===== config.mk =====
export PLATFORM = sky130hd
export DESIGN_NAME = mst_fifo_arbiter
export DESIGN_NICKNAME = d
export VERILOG_FILES = /design/src/rtl/mst_fifo_arbiter.sv
export SDC_FILE = /design/constraint.sdc
export NUM_CORES = 1
export LEC_CHECK = 0
export BUFFER_PORTS_ARGS = -buffer_cell sky130_fd_sc_hd__buf_2
export CAP_MARGIN = 15
export CELL_PAD_IN_SITES_DETAIL_PLACEMENT = 2
export CELL_PAD_IN_SITES_GLOBAL_PLACEMENT = 2
export CORE_MARGIN = 2
export CORE_UTILIZATION = 29
export DETAILED_ROUTE_END_ITERATION = 10
export HOLD_SLACK_MARGIN = 0.05
export PLACE_DENSITY_LB_ADDON = 0.1
export SYNTH_ARGS = -nofsm -noshare
export SYNTH_HDL_FRONTEND = slang
export SYNTH_SLANG_ARGS = --single-unit

===== constraint.sdc =====
create_clock -name sys_clk -period 1.9 [get_ports sys_clk]
set_input_delay 0.19 -clock sys_clk [delete_from_list [all_inputs] [get_ports sys_clk]]
set_output_delay 0.19 -clock sys_clk [all_outputs]
set_load 0.01 [all_outputs]

===== src/rtl/mst_fifo_arbiter.sv =====
// mst_fifo_arbiter: shares one 18-bit master FIFO write port between two
// packet sources. Round-robin grant at packet granularity, with a 1-cycle
// registered write path, stray-word dropping and length-overrun protection.
// Optional statistics counters are enabled with the macro MST_ARB_STATS_EN.
module mst_fifo_arbiter #(
  parameter int unsigned MAX_WORDS = 40
) (
  input  logic        sys_clk,
  input  logic        sys_rst_n,
  input  logic [17:0] rq0_din,
  input  logic        rq0_valid,
  output logic        rq0_ready,
  input  logic [17:0] rq1_din,
  input  logic        rq1_valid,
  output logic        rq1_ready,
  output logic [17:0] mst_din,
  output logic        mst_wr_en,
  input  logic        mst_afull,
  output logic [1:0]  grant,
  output logic [1:0]  err_flags,
  input  logic        err_clr
`ifdef MST_ARB_STATS_EN
  ,
  output logic [15:0] rq0_pkt_cnt,
  output logic [15:0] rq1_pkt_cnt,
  output logic [15:0] stall_cnt
`endif
);

  localparam logic [7:0] LAST_CNT = 8'(MAX_WORDS - 1);

  typedef enum logic [1:0] {
    ARB_IDLE = 2'd0,
    ARB_GNT0 = 2'd1,
    ARB_GNT1 = 2'd2
  } arb_state_t;

  arb_state_t  state, state_nxt;
  logic        rr_last, rr_last_nxt;
  logic [7:0]  word_cnt, word_cnt_nxt;
  logic        elig0, elig1;
  logic        rdy0, rdy1;
  logic        own_valid;
  logic [17:0] own_din;
  logic        acc_valid;
  logic [17:0] acc_word;
  logic        stray_drop, overrun;

  assign elig0 = rq0_valid & rq0_din[17];
  assign elig1 = rq1_valid & rq1_din[17];

  // Ready is held low while reset is asserted so all outputs read zero.
  assign rq0_ready = rdy0 & sys_rst_n;
  assign rq1_ready = rdy1 & sys_rst_n;

  // Next-state, arbitration, ready generation and word acceptance.
  always_comb begin
    state_nxt    = state;
    rr_last_nxt  = rr_last;
    word_cnt_nxt = word_cnt;
    rdy0         = 1'b0;
    rdy1         = 1'b0;
    own_valid    = 1'b0;
    own_din      = 18'd0;
    stray_drop   = 1'b0;
    overrun      = 1'b0;
    acc_valid    = 1'b0;
    acc_word     = 18'd0;
    grant        = 2'b00;
    case (state)
      ARB_IDLE: begin
        // A granted requester always shows a command word, so it is never a stray.
        rdy0       = rq0_valid & ~rq0_din[17];
        rdy1       = rq1_valid & ~rq1_din[17];
        stray_drop = rdy0 | rdy1;
        if (elig0 && (!elig1 || rr_last)) begin
          state_nxt    = ARB_GNT0;
          rr_last_nxt  = 1'b0;
          word_cnt_nxt = 8'd0;
        end else if (elig1) begin
          state_nxt    = ARB_GNT1;
          rr_last_nxt  = 1'b1;
          word_cnt_nxt = 8'd0;
        end else begin
          state_nxt = ARB_IDLE;
        end
      end
      ARB_GNT0: begin
        grant     = 2'b01;
        rdy0      = ~mst_afull;
        own_valid = rq0_valid;
        own_din   = rq0_din;
      end
      ARB_GNT1: begin
        grant     = 2'b10;
        rdy1      = ~mst_afull;
        own_valid = rq1_valid;
        own_din   = rq1_din;
      end
      default: begin
        state_nxt = ARB_IDLE;
      end
    endcase

    if (own_valid && !mst_afull) begin
      acc_valid    = 1'b1;
      acc_word     = own_din;
      word_cnt_nxt = word_cnt + 8'd1;
      if (own_din[16]) begin
        state_nxt = ARB_IDLE;
      end else if (word_cnt == LAST_CNT) begin
        overrun   = 1'b1;
        state_nxt = ARB_IDLE;
      end else begin
        state_nxt = state;
      end
    end else begin
      acc_valid = 1'b0;
    end
  end

  // Arbiter state, round-robin pointer and packet word counter.
  always_ff @(posedge sys_clk or negedge sys_rst_n) begin
    if (!sys_rst_n) begin
      state    <= ARB_IDLE;
      rr_last  <= 1'b1;
      word_cnt <= 8'd0;
    end else begin
      state    <= state_nxt;
      rr_last  <= rr_last_nxt;
      word_cnt <= word_cnt_nxt;
    end
  end

  // Registered master FIFO write port; data holds when nothing is written.
  always_ff @(posedge sys_clk or negedge sys_rst_n) begin
    if (!sys_rst_n) begin
      mst_din   <= 18'd0;
      mst_wr_en <= 1'b0;
    end else begin
      mst_wr_en <= acc_valid;
      if (acc_valid) begin
        mst_din <= acc_word;
      end else begin
        mst_din <= mst_din;
      end
    end
  end

  // Sticky error flags; a set event in the same cycle beats the clear.
  always_ff @(posedge sys_clk or negedge sys_rst_n) begin
    if (!sys_rst_n) begin
      err_flags <= 2'b00;
    end else begin
      err_flags <= (err_clr ? 2'b00 : err_flags) | {overrun, stray_drop};
    end
  end

`ifdef MST_ARB_STATS_EN
  logic pkt_end0, pkt_end1, stall;

  assign pkt_end0 = acc_valid & acc_word[16] & (state == ARB_GNT0);
  assign pkt_end1 = acc_valid & acc_word[16] & (state == ARB_GNT1);
  assign stall    = (state != ARB_IDLE) & own_valid & mst_afull;

  // Wrapping completed-packet and backpressure-stall counters.
  always_ff @(posedge sys_clk or negedge sys_rst_n) begin
    if (!sys_rst_n) begin
      rq0_pkt_cnt <= 16'd0;
      rq1_pkt_cnt <= 16'd0;
      stall_cnt   <= 16'd0;
    end else begin
      rq0_pkt_cnt <= pkt_end0 ? rq0_pkt_cnt + 16'd1 : rq0_pkt_cnt;
      rq1_pkt_cnt <= pkt_end1 ? rq1_pkt_cnt + 16'd1 : rq1_pkt_cnt;
      stall_cnt   <= stall    ? stall_cnt + 16'd1   : stall_cnt;
    end
  end
`endif

endmodule


# After elaboration in Yosys (flattened, before gate mapping)
# Cells that the tools add are included.
# op_classes
add_sub_neg	1
n_eq_ne	5
n_mux	24
bitwise_logic	11
reduce_logical	13
# ops
op	n
case mux 18 bit (2 select lines)	1
2-to-1 mux 8 bit	4
2-to-1 mux 18 bit	1
2-to-1 mux 2 bit	6
adder 8 x 1 -> 8 bit, second input constant	1
equality test 8 x 6 -> 1 bit, second input constant	1
case mux 2 bit (2 select lines)	2
2-to-1 mux 1 bit	7
AND 1 bit	6
case mux 1 bit (2 select lines)	3
AND reduction 2 bit	3
nonzero test 2 bit	2
inequality test 3 x 2 -> 1 bit, second input constant	1
NOT 1 bit	3
nonzero test 3 bit	1
equality test 2 x 1 -> 1 bit, second input constant	1
equality test 2 bit, second input constant	1
logical AND 1 bit	2
logical NOT 1 bit	2
logical NOT 2 bit	1
inequality test 2 x 1 -> 1 bit, second input constant	1
bitwise OR 2 bit	1
OR reduction 2 bit	1
logical OR 1 bit	1
bitwise OR 1 bit	1
# word_totals
regBits	32

# Depth between registers and ports, before layout
# logic_depth
word_depth	7
depth_mapped	8

# Least setup slack after synthesis
# Ideal clock, no wire load.
# synth_timing
path_type	reg2reg
start	reg state[0]
end	reg mst_din[4]
arrival_ns	1.435
required_time_ns	1.776
setup_slack_ns	0.342
stages_incl_launch_ff	9
path_cell_list	dfrtp_1 inv_1 ha_1 nand2b_1 nor2_4 buf_6 buf_12 nor2_2 a21oi_2
# synth_between
elab_chain_cells	4
# synth_lines
element	line_no	source
start, declared	38	arb_state_t state, state_nxt;
start signal, assigned	129	state <= state_nxt;
equality test 2 bit or equality test 2 x 1 -> 1 bit (tied branches)	70	case (state)
case mux 1 bit (2 select lines)	70	
logical AND 1 bit	105	if (own_valid && !mst_afull) begin
2-to-1 mux 18 bit or 2-to-1 mux 1 bit (tied branches)	105	
end signal, assigned	143	mst_din <= acc_word;
end signal, assigned	145	mst_din <= mst_din;
end, declared	16	output logic [17:0] mst_din,
# Several ways; a longest one is shown, not always the timed one.
# A chain may end at the register's enable or synchronous reset.

# Final worst setup path
# layout_timing
start	reg state[1]
end	reg word_cnt[7]
# layout_between
elab_chain_cells	5
# layout_lines
element	line_no	source
equality test 2 bit or equality test 2 x 1 -> 1 bit (tied branches)	70	
case mux 1 bit (2 select lines)	70	
logical AND 1 bit	105	
nonzero test 3 bit (no line) or nonzero test 2 bit (tied branches)	-	
AND reduction 2 bit (no line)	-	
end signal, assigned	131	word_cnt <= word_cnt_nxt;
end, declared	40	logic [7:0] word_cnt, word_cnt_nxt;
# Several ways; a longest one is shown, not always the timed one.

==> metrics <==
total power draw=2870 uW; IO buf count=66; CP max stage delay=410 ps; CTS Buf Count=5; Crit-path slowest cell=dfrtp_1; Int Pwr=1730 uW; simple logic cell fraction of the synthesized area=0.152; Crit. End Element=flip-flop; gr usage total=0.164; peak supply drop=450 uV; Boundary Pins=67; Final Worst Setup Slack=106 ps; Yosys top cell area share=0.439; CTS root buf=clkbuf_8; H-tree depth=2; Max Clock Freq=0.558 GHz; WL per Instance=16.5 um; Clk Latency, worst-skew pair=280 ps; ant diodes=0; Clock Path Buffers=2; Yosys cell types=37; Sink Count=32; worst slack at placement=15.4 ps; endpoints failing setup=0; area grow syn2layout=28.4%; first-pass GRT wire length=8400 um; PwrDens=1270 nW/um^2; Residual DRC=0; Post-synth ARST share=1.00; arrival time at the worst endpoint=1960 ps; period utilisation layout=0.944; largest area contributor in the netlist=dfrtp_1; FP Rows=28; Synth area leaders=dfrtp_1 (44%), a21oi_2 (8.9%), a22oi_1 (7.2%); critical path launch point type=flip-flop; Gate power share=0.460; Final Hold Viols=0; Avg Vias per Cell=4.95; min-delay worst type=primary input to flip-flop; Clk pwr share=0.171; post-route cell area=2270 um^2; drt pass-1 iters=4; Final Critical Period=1790 ps; EDFF count, synth=0; largest net degree at the start of global routing=32; actual slew at the worst max-slew pin=449 ps; Ys Warns=0; clk_skew=5.20 ps; Final HPWL DP=4010 um; Mapped Cells=166; total of max-cap violations=0; outcome=complete, no violations; largest family of logic cells by synthesized area=compound AO/OA/AOI/OAI gates; WL final=5140 um; via count=1540; Max FO, Critical Path=6; critical path type=flip-flop to flip-flop; Sw Share=0.396; fin. max-slew vios=0; clock transition at the registers of the reported paths=70 ps; DRT antenna net count=0; Avg Inst Size Synth=10.6 um^2; Core ar.=5890 um^2; CP cell instances=inv_1 -> ha_1 -> a22oi_4 -> nor2_4 -> buf_4 -> a21o_1 -> a22o_1; die width=82.0 um; final net count=284; Synth Register Bits=32; Commonest cells post-synth=dfrtp_1 (31), nor2_1 (20), a21oi_2 (18); post-synthesis mux area share=0.0291; Sequential Power Share=0.369; unrepaired setup endpoints after global routing=true; post-synthesis compound-gate area fraction=0.267; initial antenna violation count=0; Placement Cell Area=2160 um^2; Top FF cell, synth=dfrtp_1; Post-Route Utilization=0.385; Initial Util=0.300; CP required=2070 ps; initial DRC count=48; vias in the first global route=1729; post-synthesis sequential area ratio=0.454; most numerous cell in the Yosys netlist=dfrtp_1; grt total ovfl=0; CTS tree=yes; chip height=82.0 um; die area=6730 um^2; gp weighted congestion=0.724; Post-Synth Adder-Cell Area=0.0425; sw power=1140 uW; XOR/XNOR Fraction of Synth Area=0; P_leak=0.00105 uW; synthesized cell area=1770 um^2; Fin Setup TNS=0 ps; Rel. slew slack=0.699; Net Count, Synth=214; share of cells above drive strength 1=0.453
[cells by family (layout without fill, tap and decap cells)]
kind of cell	count (synthesis)	count (layout)
buf+inv	15	85
mux	5	5
compound gates	58	58
flops	32	32
simple gates	50	50
fa+ha+maj	6	6
[sequential cells by signal (all words and copies together) (netlist names)]
name,flops
word_cnt,8
mst_din,18
err_flags,2
mst_wr_en,1
state,2
rr_last,1
[worst paths after layout]
path	from	end	slack (ps)	cells past startpoint
min in group asynchronous	sys_rst_n	state[0]	280	2
min	err_clr	err_flags[1]	110	2
max reg2reg	state[1]	word_cnt[7]	110	7
max in group asynchronous	sys_rst_n	mst_din[16]	1010	3
min reg2reg	word_cnt[5]	word_cnt[5]	510	1
max	state[1]	word_cnt[7]	110	7
[power by group through the flow]
stage / sequential, uW / clock [uW] / combinational, uW
5_1_grt: 1090 / 537 / 1460
3_5_place_dp: 1070 / 0 / 1330
2_1_floorplan: 1150 / 0 / 754
4_1_cts: 1060 / 511 / 1330
6_report: 1060 / 492 / 1320
3_3_place_gp: 1060 / 0 / 1250
[stage by stage]
step                      instances  hold slack [ps]
final                           311              105
after global routing            311              103
after CTS                       311              100
after detailed placement        302             20.1
after global placement          302             19.1
after floorplan                 166             -106
[repair_timing]
| item | CTS | global route |
|---|---|---|
| hold endpoints to repair | 3 | 0 |
| resized for setup | 0 | 4 |
| hold buffers | 1 | 0 |
| setup buffers | 1 | 0 |
| endpoints found under the setup margin | 1 | 25 |
| pin swaps | 1 | 0 |
[critical path: cells and delay by family (launching register included)]
family	cells	cell delay, ps
AND/OR/NAND/NOR	1	90
AO/OA/AOI/OAI	3	630
flip-flops	1	410
buffers and inverters	2	270
adder cells (fa/ha/maj)	1	280
[layer usage]
metal | up-vias | wire, um | GRT usage
met4 | 0 | 22 | 0.0300
li1 | 736 | - | -
met2 | 38 | 2770 | 0.289
met3 | 5 | 180 | 0.0352
met5 | - | 0 | 0
met1 | 761 | 2170 | 0.207
[cells in the final DEF (no fill, tap or decap), types with 2 or more instances in the layout]
master | Yosys | routed
and3_1 | 3 | 3
nor2b_1 | 6 | 6
dfrtp_1 | 31 | 31
or3_1 | 2 | 2
o21ai_0 | 2 | 2
buf_4 | 1 | 4
ha_1 | 6 | 4
nand4b_1 | 2 | 2
a21oi_1 | 7 | 7
mux2i_1 | 4 | 4
nand2_1 | 7 | 7
inv_1 | 5 | 5
clkbuf_8 | 0 | 5
a22oi_1 | 17 | 17
nand3_1 | 4 | 4
a21o_1 | 2 | 2
buf_2 | 5 | 66
ha_2 | 0 | 2
nor2_1 | 20 | 20
a22o_1 | 4 | 4
a21oi_2 | 18 | 18
o22ai_1 | 2 | 2
[cell type report]
class	instances	area, um^2
Inverter	5	18.8
Sequential cell	32	802
Tap cell	75	93.8
Fill cell	673	3620
Clock buffer	6	72.6
Timing Repair Buffer	73	402
Multi-Input combinational cell	119	873
Clock inverter	1	5.00
Note: power is estimated with default switching activity, not from simulation.
